===== src/rtl/uart_pkg.sv =====
// uart_pkg -- shared definitions for the UART receiver and transmitter.
//   rx_state_e        : receiver FSM state encoding (3 bits)
//   pulse_width()     : clocks per serial bit for a given clk / baud pair
//   half_pulse_width(): clocks from a start-bit edge to mid-bit
//   cnt_width()       : counter width able to hold 0..n-1, never below 1 bit
package uart_pkg;

  typedef enum logic [2:0] {
    RX_IDLE  = 3'd0,
    RX_START = 3'd1,
    RX_DATA  = 3'd2,
    RX_STOP  = 3'd3,
    RX_BREAK = 3'd4
  } rx_state_e;

  function automatic int pulse_width(input int clk_freq, input int baud_rate);
    return clk_freq / baud_rate;
  endfunction

  function automatic int half_pulse_width(input int clk_freq, input int baud_rate);
    return pulse_width(clk_freq, baud_rate) / 2;
  endfunction

  function automatic int cnt_width(input int n);
    return (n > 1) ? $clog2(n) : 1;
  endfunction

endpackage


===== src/rtl/uart_sync.sv =====
// uart_sync -- two-flop synchroniser for a single asynchronous input.
//   clk  : destination clock
//   rstn : synchronous, active-low reset; both flops load RST_VAL
//   d    : asynchronous input
//   q    : synchronised output (two clk of latency)
// RST_VAL lets an idle-high line come out of reset without a false edge.
module uart_sync #(
  parameter logic RST_VAL = 1'b1
) (
  input  logic clk,
  input  logic rstn,
  input  logic d,
  output logic q
);

  logic meta_q, meta_d;
  logic sync_q, sync_d;

  always_comb begin
    meta_d = d;
    sync_d = meta_q;
  end

  always_ff @(posedge clk) begin
    if (!rstn) begin
      meta_q <= RST_VAL;
      sync_q <= RST_VAL;
    end else begin
      meta_q <= meta_d;
      sync_q <= sync_d;
    end
  end

  assign q = sync_q;

endmodule


===== src/rtl/uart_rx.sv =====
// uart_rx -- 8N1-style UART receiver with valid/ready byte delivery.
//   clk       : system clock
//   rstn      : synchronous, active-low reset (aborts any frame in flight)
//   rx_sig    : asynchronous serial line, idle high
//   data      : received byte, held stable while valid=1 and ready=0
//   valid     : data holds an unconsumed byte
//   ready     : consumer takes data on a cycle with valid & ready
//   frame_err : one-cycle pulse when the stop bit is sampled low
//   overrun   : one-cycle pulse when a byte completes while valid=1, ready=0
// The line is synchronised, the start bit is confirmed at mid-bit, each data
// bit is sampled at mid-bit (LSB first) and the stop bit is checked before
// the byte is offered downstream.
module uart_rx #(
  parameter int DATA_WIDTH = 8,
  parameter int BAUD_RATE  = 115200,
  parameter int CLK_FREQ   = 100_000_000
) (
  input  logic                  clk,
  input  logic                  rstn,
  input  logic                  rx_sig,
  output logic [DATA_WIDTH-1:0] data,
  output logic                  valid,
  input  logic                  ready,
  output logic                  frame_err,
  output logic                  overrun
);

  import uart_pkg::*;

  localparam int PULSE_WIDTH      = pulse_width(CLK_FREQ, BAUD_RATE);
  localparam int HALF_PULSE_WIDTH = half_pulse_width(CLK_FREQ, BAUD_RATE);
  localparam int CNT_W            = cnt_width(PULSE_WIDTH);
  localparam int BIT_W            = cnt_width(DATA_WIDTH);

  localparam logic [CNT_W-1:0] FULL_RELOAD = CNT_W'(PULSE_WIDTH - 1);
  localparam logic [CNT_W-1:0] HALF_RELOAD = CNT_W'(HALF_PULSE_WIDTH - 1);
  localparam logic [BIT_W-1:0] LAST_BIT    = BIT_W'(DATA_WIDTH - 1);

  logic sig_s;

  uart_sync #(
    .RST_VAL (1'b1)
  ) u_sync (
    .clk  (clk),
    .rstn (rstn),
    .d    (rx_sig),
    .q    (sig_s)
  );

  rx_state_e             state_q, state_d;
  logic [CNT_W-1:0]      clk_cnt_q, clk_cnt_d;
  logic [BIT_W-1:0]      bit_cnt_q, bit_cnt_d;
  logic [DATA_WIDTH-1:0] shift_q, shift_d;
  logic [DATA_WIDTH-1:0] data_q, data_d;
  logic                  valid_q, valid_d;
  logic                  frame_err_q, frame_err_d;
  logic                  overrun_q, overrun_d;
  logic                  cnt_zero;

  assign cnt_zero = (clk_cnt_q == '0);

  always_comb begin
    state_d     = state_q;
    clk_cnt_d   = clk_cnt_q;
    bit_cnt_d   = bit_cnt_q;
    shift_d     = shift_q;
    data_d      = data_q;
    // A consumed byte drops valid; a byte loading this cycle overrides below.
    valid_d     = valid_q & ~ready;
    frame_err_d = 1'b0;
    overrun_d   = 1'b0;

    if (!cnt_zero && (state_q == RX_START || state_q == RX_DATA || state_q == RX_STOP)) begin
      clk_cnt_d = clk_cnt_q - 1'b1;
    end

    case (state_q)
      RX_IDLE: begin
        if (!sig_s) begin
          state_d   = RX_START;
          clk_cnt_d = HALF_RELOAD;
        end
      end

      RX_START: begin
        if (cnt_zero) begin
          if (!sig_s) begin
            state_d   = RX_DATA;
            bit_cnt_d = '0;
            clk_cnt_d = FULL_RELOAD;
          end else begin
            // Line went back high before mid-bit: treat as a glitch.
            state_d = RX_IDLE;
          end
        end
      end

      RX_DATA: begin
        if (cnt_zero) begin
          // LSB arrives first, so shifting right leaves it in bit 0.
          shift_d   = {sig_s, shift_q[DATA_WIDTH-1:1]};
          clk_cnt_d = FULL_RELOAD;
          if (bit_cnt_q == LAST_BIT) begin
            state_d = RX_STOP;
          end else begin
            bit_cnt_d = bit_cnt_q + 1'b1;
          end
        end
      end

      RX_STOP: begin
        if (cnt_zero) begin
          if (sig_s) begin
            if (!valid_q || ready) begin
              data_d  = shift_q;
              valid_d = 1'b1;
            end else begin
              // Held byte is still pending: keep it and drop the new one.
              overrun_d = 1'b1;
            end
            state_d = RX_IDLE;
          end else begin
            frame_err_d = 1'b1;
            state_d     = RX_BREAK;
          end
        end
      end

      // Wait out a held-low line so it yields one frame_err, not a stream.
      RX_BREAK: begin
        if (sig_s) begin
          state_d = RX_IDLE;
        end
      end

      default: begin
        state_d = RX_IDLE;
      end
    endcase
  end

  always_ff @(posedge clk) begin
    if (!rstn) begin
      state_q     <= RX_IDLE;
      clk_cnt_q   <= '0;
      bit_cnt_q   <= '0;
      data_q      <= '0;
      valid_q     <= 1'b0;
      frame_err_q <= 1'b0;
      overrun_q   <= 1'b0;
    end else begin
      state_q     <= state_d;
      clk_cnt_q   <= clk_cnt_d;
      bit_cnt_q   <= bit_cnt_d;
      data_q      <= data_d;
      valid_q     <= valid_d;
      frame_err_q <= frame_err_d;
      overrun_q   <= overrun_d;
    end
  end

  // Shift register is pure datapath: it is fully rewritten by every frame.
  always_ff @(posedge clk) begin
    shift_q <= shift_d;
  end

  assign data      = data_q;
  assign valid     = valid_q;
  assign frame_err = frame_err_q;
  assign overrun   = overrun_q;

endmodule


===== config.mk =====
export PLATFORM = sky130hd
export DESIGN_NAME = uart_rx
export DESIGN_NICKNAME = d
export VERILOG_FILES = /design/src/rtl/uart_pkg.sv /design/src/rtl/uart_sync.sv /design/src/rtl/uart_rx.sv
export SDC_FILE = /design/constraint.sdc
export NUM_CORES = 1
export LEC_CHECK = 0
export ABC_CLOCK_PERIOD_IN_PS = 3100
export BUFFER_PORTS_ARGS = -buffer_cell sky130_fd_sc_hd__clkbuf_2
export CORE_MARGIN = 5
export CORE_UTILIZATION = 44
export DETAILED_ROUTE_END_ITERATION = 12
export GPL_ROUTABILITY_DRIVEN = 1
export HOLD_SLACK_MARGIN = 0.15
export PLACE_DENSITY_LB_ADDON = 0.3
export SKIP_CTS_REPAIR_TIMING = 1
export SLEW_MARGIN = 10
export SYNTH_ARGS = -nofsm -noshare
export SYNTH_HDL_FRONTEND = slang
export SYNTH_SLANG_ARGS = --single-unit
export TNS_END_PERCENT = 20

===== constraint.sdc =====
create_clock -name clk -period 3.1 [get_ports clk]
set_clock_uncertainty 0.1 [all_clocks]
set_input_delay 0.155 -clock clk [delete_from_list [all_inputs] [get_ports clk]]
set_output_delay 0.155 -clock clk [all_outputs]
set_load 0.01 [all_outputs]

==> flow_summary.yaml <==
floorplan:
  core_region_area_sq_um: 3630
  boundaryPins: 15
  die_w_microns: 70.8
  rows: 22
  start_util_pct: 44.8
  dieArea_sq_um: 5020
  die_h_microns: 70.8
finish:
  nets: 194
  final_cell_mix: "29 x dfxtp_1, 22 x nand2_1, 14 x clkbuf_2, 11 x nor2_1, 11 x o21ai_0"
  drive_above_1_share_pct: 16.6
  num_antenna_cells: 0
  mostFrequentLayoutCell: "dfxtp_1"
  area_delta_synth_final_pct: 13.5
outcome:
  status: "finished, final reports clean"
worst_setup_path:
  crit_cells: 7
  worst_r2r_path_depth: 7
  worstSetupPathType: "reg -> reg"
  crit_slowest_cell: "or4b_4"
  critPathMostFrequentCell: "or4b_4"
  cp_data_required_time_ns: 3.18
  arrival_ns: 2.67
  crit_family: "simple AND/OR/NAND/NOR gates"
  path_max_fanout: 11
  startpoint_type: "flip-flop"
  max_stage_delay_ns: 0.64
  reg2reg_slack_ns: 0.51
  cp_num_buf_inv: 1
  critPathCaptureType: "flip-flop"
  path_cells: "inv_1 -> ha_1 -> or4b_4 -> or4b_4 -> nor3_4 -> a21boi_2 -> o22ai_1"
route:
  drc: 0
  ant_nets: 0
  wl_per_cell_microns: 13.8
  drt_first_pass_iters: 4
  drt_iter0_markers: 78
  via_per_inst: 5.31
  vias: 1249
  wirelength_microns: 3240
cts:
  cts.sinks: 37
  cts_max_path_buffers: 2
  htreeDepth: 2
  cts_tree: "done"
  cts_made_buffers: 5
  cts_root_buffer: "clkbuf_8"
  clk_pin_slew_ns: 0.07
  worstSkewPairLatency_ns: 0.29
place:
  io_buffers: 14
  gp_congestion: 0.978
  dp_hpwl_microns: 2330
yosys:
  ys_seq_area_share_pct: 50.4
  synthAdderAreaFrac_pct: 3.07
  synthMuxAreaShare_pct: 1.23
  ys_warn_count: 0
  synth_area_sq_um: 1630
  ys_ff_latch: 37
  yosys.area_share.xor_xnor_pct: 3.23
  synth_cell_types: 37
  synthCells: 170
  synth_nets: 178
  synth_simple_gate_area_share_pct: 26.3
  synth_top_family_by_area: "simple AND/OR/NAND/NOR gates"
  avgSynthCellArea_sq_um: 9.58
  synth-compound-area-share_pct: 11.8
grt:
  grt_pass1_vias: 1247
  track_usage_pct: 14.1
  grt_pass1_wl_microns: 5620
  grt-ovfl-total: 0
  antenna_found_initial: 0
  grt_max_degree: 31
pwr:
  p_total_mw: 1.11
  p_sw_share_pct: 26.2
  seq_power_share_pct: 47.8
  clkPwrFrac_pct: 36.5
  ir_drop_v: 0.000374
  p_leak_nw: 0.671
  power_density_nw_per_um2: 598
  p_int_mw: 0.816
  power.switching_mw: 0.290
  pwr-share-comb_pct: 15.7
min_path:
  hold_path_depth: 2
  hp-class: "in -> reg"
sta:
  slew-limit-headroom_pct: 40.5
  min_period_over_period_pct: 83.5
  finalCriticalPeriod_ns: 2.59
  finalSetupTns_ns: 0
  drv_slew: 0
  worst_pin_slew_ns: 0.885
  rsz0062_at_grt: "no"
  fmax_mhz: 386
  finalHoldViolCount: 0
  final-setup-viol-count: 0
flow_run:
  maxCapViolations: 0
[logic make-up (layout without fill, tap and decap cells)]
logic type,after synthesis,count (layout)
AO/OA/AOI/OAI,32,32
XOR/XNOR,6,6
adder cells (fa/ha/maj),4,4
buffers and inverters,12,29
flip-flops,37,37
multiplexers,2,2
AND/OR/NAND/NOR,77,77
[Yosys cell counts, drive strengths merged]
cell type / n / area share, %
nor2: 11 / 2.5
nand2: 22 / 5.1
inv: 3 / 0.69
buf: 3 / 1.8
nor2b: 1 / 0.38
dfxtp: 29 / 36
o31a: 2 / 1.1
nand3b: 2 / 1.2
mux2i: 2 / 1.2
and2: 2 / 0.77
nand4: 1 / 0.38
o22ai: 4 / 1.5
and3: 1 / 0.38
a211o: 1 / 0.54
a21boi: 1 / 0.69
nand2b: 5 / 1.9
or2: 1 / 0.38
nand4bb: 1 / 0.69
nor3b: 2 / 0.92
nor4: 5 / 2.8
nor3: 10 / 3.8
xnor2: 6 / 3.2
o21ba: 1 / 0.61
nand3: 10 / 3.1
or3: 1 / 0.38
ha: 4 / 3.1
edfxtp: 8 / 15
a211oi: 1 / 0.46
clkbuf: 6 / 1.4
a21oi: 10 / 3.1
or4b: 2 / 1.7
o21ai: 11 / 3.4
o211ai: 1 / 0.46
[final timing paths]
kind | from | end
min | rstn | u_sync.meta_q
max | clk_cnt_q[0] | bit_cnt_q[1]
min reg2reg | u_sync.meta_q | u_sync.q
max reg2reg | clk_cnt_q[0] | bit_cnt_q[1]
[worst reg2reg max path, stage by stage (launching register included)]
cell,delay (ns)
dfxtp_1,0.31
inv_1,0.13
ha_1,0.16
or4b_4,0.46
or4b_4,0.64
nor3_4,0.33
a21boi_2,0.26
o22ai_1,0.09
[state kept, by name, summed over array words and instances, names as in the netlist]
register	flops
bit_cnt_q	3
clk_cnt_q	10
data	8
frame_err	1
overrun	1
shift_q	8
state_q	3
u_sync.meta_q	1
u_sync.q	1
valid	1
[layer usage]
layer	vias to the layer above	track usage [%]	routed length, microns
met1	597	16.6	1430
met5	-	0	0
met2	15	23.5	1650
li1	632	-	-
met3	5	3.84	100
met4	0	7.52	61
[metrics by stage]
step / setup slack [ns] / util (%) / hold slack, ns / instance area [sq um] / instances
after floorplan: 0.324 / - / 0.156 / 1630 / 170
after global placement: 0.612 / 47.4 / 0.249 / 1720 / 225
after detailed placement: 0.517 / 47.4 / 0.254 / 1720 / 225
after CTS: 0.512 / 50.3 / -0.0481 / 1830 / 233
after global routing: 0.370 / 50.9 / 0.336 / 1850 / 235
final: 0.512 / 50.9 / 0.310 / 1850 / 235
[power groups by stage]
stage	clock network, mW	registers [mW]	logic [mW]
global route	0.435	0.533	0.188
CTS	0.412	0.529	0.169
floorplan	0	0.531	0.157
detailed placement	0	0.540	0.168
finish	0.404	0.529	0.173
global placement	0	0.538	0.163
[final cells by class]
class	count	area [sq um]
timing repair buffer	18	105
clock buffer	6	72.6
multi-input combinational	121	744
tap	48	60.1
sequential	37	821
fill	356	1780
inverter	3	11.3
clock inverter	2	35.0
Note: power is estimated with default switching activity, not from simulation.
